<file path="src/rtl/nibble_serial_add_ctrl.sv">
// Nibble-serial adder/subtractor controller driving an external 4-bit adder.
// One nibble per cycle, LSB first; the final result, carry and overflow are registered.
module nibble_serial_add_ctrl #(
  parameter int N_NIB = 4
) (
  input  logic                 clk,
  input  logic                 rst_n,
  input  logic                 start,
  input  logic                 sub,
  input  logic                 cin,
  input  logic [4*N_NIB-1:0]   op_a,
  input  logic [4*N_NIB-1:0]   op_b,
  output logic [3:0]           add_a,
  output logic [3:0]           add_b,
  output logic                 add_cin,
  input  logic [3:0]           add_s,
  input  logic                 add_c4,
  output logic                 busy,
  output logic                 done,
  output logic [4*N_NIB-1:0]   result,
  output logic                 cout,
  output logic                 ovf
);

  localparam int W  = 4 * N_NIB;
  localparam int KW = (N_NIB > 1) ? $clog2(N_NIB) : 1;
  localparam logic [KW-1:0] K_LAST = KW'(N_NIB - 1);

  typedef enum logic [1:0] {
    ST_IDLE = 2'd0,
    ST_RUN  = 2'd1,
    ST_DONE = 2'd2
  } state_e;

  state_e          state_q, state_d;
  logic [KW-1:0]   k_q, k_d;
  logic            carry_q, carry_d;
  logic [W-1:0]    a_q, a_d;
  logic [W-1:0]    b_q, b_d;
  logic            sub_q, sub_d;
  logic [W-1:0]    acc_q, acc_d;
  logic [W-1:0]    result_q, result_d;
  logic            cout_q, cout_d;
  logic            ovf_q, ovf_d;
  logic            busy_q, busy_d;
  logic            done_q, done_d;
  logic [KW+1:0]   nib_lo_s;
  logic            sub_unused_s;

  // Mode is fully captured in b_q/carry_q at acceptance; sub_q is kept for visibility only.
  assign sub_unused_s = sub_q;
  assign nib_lo_s     = {k_q, 2'b00};

  // Drive the external adder with the current nibble only while running.
  always_comb begin
    if (state_q == ST_RUN) begin
      add_a   = a_q[nib_lo_s +: 4];
      add_b   = b_q[nib_lo_s +: 4];
      add_cin = carry_q;
    end else begin
      add_a   = 4'h0;
      add_b   = 4'h0;
      add_cin = 1'b0;
    end
  end

  // Next-state and datapath update logic.
  always_comb begin
    state_d  = state_q;
    k_d      = k_q;
    carry_d  = carry_q;
    a_d      = a_q;
    b_d      = b_q;
    sub_d    = sub_q;
    acc_d    = acc_q;
    result_d = result_q;
    cout_d   = cout_q;
    ovf_d    = ovf_q;
    case (state_q)
      ST_IDLE: begin
        if (start) begin
          a_d     = op_a;
          b_d     = sub ? ~op_b : op_b;
          sub_d   = sub;
          carry_d = sub ? 1'b1 : cin;
          k_d     = '0;
          acc_d   = '0;
          state_d = ST_RUN;
        end else begin
          state_d = ST_IDLE;
        end
      end
      ST_RUN: begin
        acc_d[nib_lo_s +: 4] = add_s;
        carry_d              = add_c4;
        if (k_q == K_LAST) begin
          k_d      = '0;
          state_d  = ST_DONE;
          result_d = acc_d;
          cout_d   = add_c4;
          // Signed overflow: like-signed operands producing a differently-signed sum.
          ovf_d    = (a_q[W-1] == b_q[W-1]) && (add_s[3] != a_q[W-1]);
        end else begin
          k_d = k_q + KW'(1);
        end
      end
      ST_DONE: begin
        state_d = ST_IDLE;
      end
      default: begin
        state_d = ST_IDLE;
      end
    endcase
    busy_d = (state_d != ST_IDLE);
    done_d = (state_d == ST_DONE);
  end

  // State and output registers.
  always_ff @(posedge clk or negedge rst_n) begin
    if (!rst_n) begin
      state_q  <= ST_IDLE;
      k_q      <= '0;
      carry_q  <= 1'b0;
      a_q      <= '0;
      b_q      <= '0;
      sub_q    <= 1'b0;
      acc_q    <= '0;
      result_q <= '0;
      cout_q   <= 1'b0;
      ovf_q    <= 1'b0;
      busy_q   <= 1'b0;
      done_q   <= 1'b0;
    end else begin
      state_q  <= state_d;
      k_q      <= k_d;
      carry_q  <= carry_d;
      a_q      <= a_d;
      b_q      <= b_d;
      sub_q    <= sub_d;
      acc_q    <= acc_d;
      result_q <= result_d;
      cout_q   <= cout_d;
      ovf_q    <= ovf_d;
      busy_q   <= busy_d;
      done_q   <= done_d;
    end
  end

  assign result = result_q;
  assign cout   = cout_q;
  assign ovf    = ovf_q;
  assign busy   = busy_q;
  assign done   = done_q;

endmodule

</file>
<file path="config.mk">
export PLATFORM = sky130hd
export DESIGN_NAME = nibble_serial_add_ctrl
export DESIGN_NICKNAME = d
export VERILOG_FILES = /design/src/rtl/nibble_serial_add_ctrl.sv
export SDC_FILE = /design/constraint.sdc
export NUM_CORES = 1
export LEC_CHECK = 0
export BUFFER_PORTS_ARGS = -buffer_cell sky130_fd_sc_hd__buf_2
export CORE_MARGIN = 2
export CORE_UTILIZATION = 40
export DETAILED_ROUTE_END_ITERATION = 10
export RECOVER_POWER = 50
export SYNTH_ARGS = -nofsm -noshare
export SYNTH_HDL_FRONTEND = slang
export SYNTH_SLANG_ARGS = --single-unit
</file>
<file path="constraint.sdc">
create_clock -name clk -period 4.3 [get_ports clk]
set_input_delay 0 -clock clk [delete_from_list [all_inputs] [get_ports clk]]
set_output_delay 0 -clock clk [all_outputs]
set_load 0.02 [all_outputs]
</file>
* Word-level counts from Yosys, hierarchy flattened
Cells that the tools add are included.
** Storage, ports and cells
- Bits in registers :: 73
- Latch bits :: 0
- Bits in writable memories :: 0
- Memory bits (read-only) :: 0
- Output and inout port bits :: 29
- Word-level logic and storage cells :: 47
- Memories kept :: 0
** Cells by class
- $add $sub $neg :: 2
- $mul :: 0
- Divide/modulo/power cells :: 0
- $lt $le $gt $ge :: 0
- Equality and inequality tests :: 6
- Shift operators :: 4
- Mux-type cells :: 16
- Bitwise gates (word level) :: 1
- Reductions and logical operators :: 7
** Operator list (number)
- two-way mux 16 bit :: 2
- case mux 16 bit (2 select lines) :: 1
- indexed part select 16 x 5 -> 4 bit :: 2
- bitwise mux 16 bit :: 1
- NOT 16 bit :: 1
- variable shift 4 x 6 -> 16 bit, first input constant :: 1
- indexed part select 4 x 6 -> 16 bit :: 1
- two-way mux 4 bit :: 2
- case mux 2 bit (2 select lines) :: 2
- two-way mux 2 bit :: 3
- negation 4 -> 6 bit :: 1
- AND reduction 2 bit :: 3
- equality test 2 bit, second input constant :: 2
- two-way mux 1 bit :: 4
- nonzero test 2 bit :: 2
- adder 2 x 1 -> 2 bit, second input constant :: 1
- equality test 2 x 1 -> 1 bit, second input constant :: 1
- zero test 2 bit :: 1
- != test 2 bit, second input constant :: 1
- case mux 1 bit (2 select lines) :: 1
- equality test 1 bit :: 1
- logical AND 1 bit :: 1
- != test 1 bit :: 1

* Depth between registers and ports, before layout
Gate-level depths: netlist of run 1.
- Depth after elaboration :: 4
- Mapped depth :: 8
- Depth with buffers taken out :: 5

* Worst setup path before layout of run 1
No wires, ideal clock.
- Path type :: register to register
- Start point :: register k_q[1]
- End point :: register acc_q[10]
- Setup time :: 0.122 ns
- Data arrival time :: 1.822 ns
- Data required time :: 4.178 ns
- Slack :: 2.357 ns
- Stages on the path, launching flop included :: 7
- Period minus slack after synthesis :: 1.943 ns
- Cells stage by stage :: dfrtp_1 -> clkbuf_1 -> inv_1 -> ha_1 -> and4bb_2 -> and2_1 -> a32o_1
** Between the ends
- Cells in the longest elaborated chain, start to end :: 4
** RTL lines
- from (decl) :: line 36 : logic [KW-1:0] k_q, k_d;
- from (signal assigned) :: line 135 : k_q <= k_d;
- negation 4 -> 6 bit (*) :: line 94 : acc_d[nib_lo_s +: 4] = add_s;
- indexed part select 4 x 6 -> 16 bit / variable shift 4 x 6 -> 16 bit (equally long branches) :: line 94
- bitwise mux 16 bit (*) :: line 94
- case mux 16 bit (2 select lines) (*) :: line 79 : case (state_q)
- to (signal assigned) :: line 127 : acc_q <= '0;
- to (signal assigned) :: line 140 : acc_q <= acc_d;
- to (decl) :: line 41 : logic [W-1:0] acc_q, acc_d;
Every way passes the cells marked *; elsewhere a longest branch is shown, timed or not.
A chain may end at the register's enable or synchronous reset.

==> impl_metrics.ini, run 1 <==
[clocking]
cts_sinks = 73
cts_setup_buffers = 0
holdBufCountCts = 36
clk_path_buf_depth = 2
cts_buffers = 9
cts-root-buf = clkbuf_8
clkLatencyLatePin_ps = 340
cts_resized = 0
clk_pin_slew_ps = 70
htreeDepth = 3
cts_tree = done

[synth]
syn_nets = 350
postSynthCellCount = 302
syn_area_um2 = 3510
ys_types = 35
synth_seq_cells = 73
syn_area_per_cell_um2 = 11.6
yosys_warnings = 0
synth-seq-area-share_pct = 52.0

[power]
internal_power_w = 0.00188
p_leak_nw = 1.94
vdd_drop_max_mv = 0.296
swShare_pct = 38.9
total_power_w = 0.00307
p_seq_share_pct = 37.9
p_comb_share_pct = 44.7
p_switching_w = 0.00120
clkPwrFrac_pct = 17.5
pwr_density_cell_nw_per_um2 = 692

[route]
wl_um = 7550
drc = 0
wire_per_inst_um = 14.7
dr.pass1.iters = 4
viasPerCell = 5.10
drt_iter0_markers = 87
route.antenna.remaining_nets = 0
vias = 2620

[sta]
setup_viol = 0
rsz0062_at_grt = false
finalHoldViolCount = 0
finalMaxSlewViolations = 35
post-route-period-util_pct = 57.6
relSlewSlack_pct = -23.5
fin_crit_ps = 2480
finalClockSkew_ps = 7.86
max_freq_ghz = 0.404
worstMarginPinSlew_ps = 1850
holdWs_ps = 32.9
setup_tns_ps = 0

[die]
die_h_um = 97.7
die_area_um2 = 9540
rows = 34
io_pins = 71
start_util_pct = 40.7
die_w_um = 97.7
core_region_area_um2 = 8640

[placement]
dpl_cell_area_um2 = 3920
placedCellCount = 463
gp_congestion = 0.830
dpl.hpwl_um = 4930
port_buffers = 70

[setup_path]
setup.worst_path.start = rst_n
critPathRequiredTime_ps = 4630
r2r-start = k_q[1]$_DFFE_PN0P_
reg2reg_slack_ps = 2190
critPathKind = in -> async
crit_path_end_kind = async pin
regToRegEndpoint = acc_q[1]$_DFFE_PN0P_
cp_max_fo = 40
reg2reg_depth = 5
critPathLaunchType = input pin
arrival_ps = 2810

[finish]
syn_to_final_growth_pct = 26.6
final_cell_mix = dfrtp_1 (73), buf_2 (49), a21oi_1 (44), dlygate4sd3_1 (36), nor2_1 (35)
layout.nets = 450
drive_above_1_share_pct = 23.4
final_area_um2 = 4440
final_common_cell = dfrtp_1
diodes = 0
final-instance-count-excl-fill = 514

[global_routing]
track_usage_pct = 16.4
grt_overflow = 0
antenna_found_initial = 0
grt_max_degree = 43
grt_pass1_vias = 2544
grt_pass1_wl_um = 12500

[min_path]
worstHoldStart = add_s[3]
hp-class = in -> reg
hold_depth = 2
min_to = acc_q[3]$_DFFE_PN0P_

[job]
max-cap-violations = 1

[run_status]
violations = capacitance limit, slew limit
status = complete, but fails checks
critical path, cell delays in order:
cell           delay, ps
dlygate4sd3_1        520
clkbuf_1            1320
clkbuf_2             940
through the flow:
stage,utilization [%],setup WS [ps]
after floorplan,-,2360
after global routing,51.4,1250
after global placement,45.3,2280
after CTS,51.8,2170
final,51.4,1820
after detailed placement,45.3,2210
logic make-up (layout without fill, tap and decap cells):
group | after synthesis | in the layout | share of synthesized area [%]
AOI/OAI and AO/OA | 76 | 76 | 14.1
xor gates and xnor gates | 16 | 16 | 3.99
adders and majority gates | 6 | 6 | 2.14
buffers and inverters | 25 | 129 | 3.74
DFF | 73 | 73 | 52.0
muxes | 25 | 25 | 11.1
and+or+nand+nor | 81 | 81 | 12.9
power by group through the flow:
stage	clock (W)	sequential (W)	combinational (W)
after floorplan	0	0.00123	0.000956
after global placement	0	0.00117	0.00137
after detailed placement	0	0.00118	0.00139
after CTS	0.000554	0.00117	0.00142
after global routing	0.000580	0.00121	0.00152
final	0.000537	0.00116	0.00137
flip-flops by register name, summed over array words and instances (netlist names):
register / count
cout: 1
state_q: 2
k_q: 2
b_q: 16
acc_q: 16
carry_q: 1
busy: 1
ovf: 1
done: 1
result: 16
a_q: 16
per-layer routing:
layer  global-route usage [%]  vias up  part of all wire, %
met5                        0        -                    0
met4                     6.30        0                  1.2
met3                     3.53        8                  3.6
met2                     26.8       56                   49
met1                     21.5     1272                   46
li1                         -     1284                    -
cells in the mapped netlist:
| cell type | count | area share, % |
|---|---|---|
| and3b_2 | 2 | 0.57 |
| mux4_2 | 3 | 1.9 |
| a22o_1 | 4 | 1.0 |
| nor2b_1 | 13 | 2.3 |
| and4bb_2 | 3 | 1.1 |
| a32o_1 | 12 | 3.4 |
| o21bai_1 | 1 | 0.21 |
| o22ai_1 | 1 | 0.18 |
| inv_1 | 4 | 0.43 |
| o21ai_0 | 1 | 0.14 |
| a2bb2oi_1 | 1 | 0.25 |
| clkbuf_4 | 1 | 0.21 |
| o31ai_1 | 2 | 0.43 |
| clkbuf_1 | 6 | 0.64 |
| mux4_1 | 5 | 3.7 |
| xnor2_1 | 16 | 4.0 |
| and2_1 | 12 | 2.1 |
| nand2_1 | 7 | 0.75 |
| ha_1 | 6 | 2.1 |
| nor3b_2 | 1 | 0.36 |
| dfrtp_1 | 73 | 52 |
| buf_6 | 1 | 0.32 |
| nand2b_1 | 2 | 0.36 |
| and4b_2 | 1 | 0.32 |
| a21oi_1 | 44 | 6.3 |
| buf_8 | 1 | 0.43 |
| mux2_2 | 17 | 5.5 |
| buf_2 | 12 | 1.7 |
| nor2_1 | 35 | 3.7 |
| a32oi_1 | 4 | 1.0 |
| a31oi_1 | 2 | 0.36 |
| a21o_1 | 4 | 0.86 |
| and2b_4 | 1 | 0.29 |
| and3b_1 | 3 | 0.75 |
| nor3b_1 | 1 | 0.21 |
worst max-delay path by stage:
stage,slack [ps],cells past startpoint,to
floorplan,2360,6,acc_q[10]$_DFFE_PN0P_
global placement,2280,5,acc_q[10]$_DFFE_PN0P_
detailed placement,2210,5,acc_q[11]$_DFFE_PN0P_
CTS,2170,5,acc_q[1]$_DFFE_PN0P_
global route,1250,3,b_q[0]$_DFFE_PN0P_
finish,1820,3,b_q[4]$_DFFE_PN0P_
cell type report:
class | count | area (um^2)
clock buffer | 12 | 155
clock inverter | 3 | 40.0
fill | 792 | 4190
inverter | 4 | 15.0
multi-input combinational | 204 | 1560
sequential | 73 | 1830
tap | 108 | 135
timing repair buffer | 110 | 712
Power figures use the tool's default switching activity.
==> inputs of run 2 (changes only) <==
==> constraint.sdc (replaced) <==
create_clock -name clk -period 2.3 [get_ports clk]
set_input_delay 0 -clock clk [delete_from_list [all_inputs] [get_ports clk]]
set_output_delay 0 -clock clk [all_outputs]
set_load 0.02 [all_outputs]
==> run 2 against run 1 <==
The run still ends with capacitance limit, slew limit left. Flip-flop and latch count stayed put. Critical path depth is 1 higher. Sequential share of layout area is 0.10 points lower. Largest power group unchanged. Global-route usage is 0.94 points higher. Largest cell class unchanged. Critical path type is now reg -> out.
==> impl_metrics.ini, run 2 (same netlist as run 1, synthesis figures left out) <==
[finish]
drive_above_1_share_pct = 23.5
final_common_cell = dfrtp_1
nFillCells = 792
final_cell_mix = dfrtp_1 (73), buf_2 (49), a21oi_1 (44), dlygate4sd3_1 (36), nor2_1 (35)
postLayoutCoreUtil_pct = 51.6
layout.nets = 452
syn_to_final_growth_pct = 26.9
diodes = 0

[setup_path]
cp_cell_sequence = buf_4 > mux4_1 > and2_1 > buf_2
critPathLaunchType = flop
max_stage_delay_ps = 600
cp_max_fo = 18
crit_path_end_kind = primary output
arrival_ps = 1900
crit_family = multiplexers
critPathKind = reg -> out
critPathBufInv = 2
reg2reg_depth = 5
critPathRequiredTime_ps = 2300
path_depth = 4
slowest_stage = mux4_1

[sta]
worstMarginPinSlew_ps = 1640
max_freq_ghz = 0.527
finalHoldViolCount = 0
post-route-period-util_pct = 82.5
relSlewSlack_pct = -9.35
finalMaxSlewViolations = 28
rsz0062_at_grt = false
setup_ws_ps = 403
setup_tns_ps = 0
fin_crit_ps = 1900
setup_viol = 0
finalClockSkew_ps = 7.57

[global_routing]
grt_overflow = 0
grt_pass1_wl_um = 13100
grt_pass1_vias = 2681
track_usage_pct = 17.4
grt_max_degree = 47
antenna_found_initial = 0

[job]
max-cap-violations = 1

[power]
p_leak_nw = 1.94
vdd_drop_max_mv = 0.560
pwr_density_cell_nw_per_um2 = 1290

[run_status]
violations = capacitance limit, slew limit
status = complete, but fails checks

[clocking]
cts_sinks = 73
htreeDepth = 3
cts_tree = done
clk_path_buf_depth = 2
clk_pin_slew_ps = 70
cts-root-buf = clkbuf_8
cts_buffers = 9
clkLatencyLatePin_ps = 340

[route]
wire_per_inst_um = 15.2
vias = 2664
route.antenna.remaining_nets = 0
dr.pass1.iters = 4
drt_iter0_markers = 104
wl_um = 7840
drc = 0
viasPerCell = 5.16

[placement]
gp_congestion = 0.744
dpl.hpwl_um = 5080
port_buffers = 70
pre_cts_ws_ps = 460

[min_path]
hold_depth = 2
hp-class = in -> reg

[die]
rows = 34
core_region_area_um2 = 8640
die_w_um = 97.7
io_pins = 71
die_area_um2 = 9540
die_h_um = 97.7
start_util_pct = 40.7
-- run 2: cell count changes in the layout (fill, tap and decap cells not counted), sizes merged --
| cell | delta |
|---|---|
| clkinv | +1 |
| clkbuf | -2 |
| buf | +3 |
-- run 2: path summary, 6_finish.rpt --
path | start | endpoint | slack, ps
worst max-delay path | k_q[0]$_DFFE_PN0P_ | add_a[3] | 400
worst min-delay path | add_s[3] | acc_q[11]$_DFFE_PN0P_ | 40
worst max register to register | k_q[0]$_DFFE_PN0P_ | result[13]$_DFFE_PN0P_ | 430
worst min register to register | carry_q$_DFFE_PN0P_ | carry_q$_DFFE_PN0P_ | 480
max in group asynchronous | rst_n | a_q[5]$_DFFE_PN0P_ | 740
min in group asynchronous | rst_n | done$_DFF_PN0_ | 610
-- run 2: metal layers --
metal	vias to the layer above	part of all wire [%]	global-route usage, %
li1	1286	-	-
met2	49	50	28.4
met4	0	1.7	7.48
met1	1319	45	22.8
met5	-	0	0
met3	10	2.8	3.02
-- run 2: repair_timing --
item | 4_1_cts | 5_1_grt
hold endpoints to repair | 64 | 0
buffers inserted | 0 | 0
hold buffers | 36 | 0
setup endpoints to repair | 0 | 0
gates resized for setup | 0 | 0
-- run 2: final cells by class --
cell class	count	area [um^2]	share of cell area, %
flip-flops and latches	73	1830	41.0
well taps	108	135	3.03
repair buffers	112	742	16.7
inverters	4	15.0	0.337
clock buffers	11	131	2.95
multi-input cells	204	1560	35.0
clock inverters	4	45.0	1.01
-- run 2: stage by stage --
stage	total power (W)	hold WS, ps	cell area, um^2	cells
6_report	0.00573	38.1	4450	516
3_3_place_gp	0.00477	66.0	3940	465
3_5_place_dp	0.00483	74.9	3940	465
5_1_grt	0.00617	45.4	4450	516
4_1_cts	0.00584	29.7	4480	516
2_1_floorplan	0.00409	-296	3510	302
-- run 2: report_power, final --
part / switching [W] / internal, W / total (W)
Sequential: 0.000318 / 0.00184 / 0.00216
Clock: 0.000459 / 0.000491 / 0.000949
Combinational: 0.00149 / 0.00114 / 0.00263
Total: 0.00226 / 0.00347 / 0.00573
-- run 2: worst register-to-register path, delay by kind of cell, from the launching register on --
family | cells | cell delay [ps]
flip-flops | 1 | 350
buffers and inverters | 1 | 280
adder cells (fa/ha/maj) | 1 | 350
AND/OR/NAND/NOR | 1 | 520
AO/OA/AOI/OAI | 2 | 300
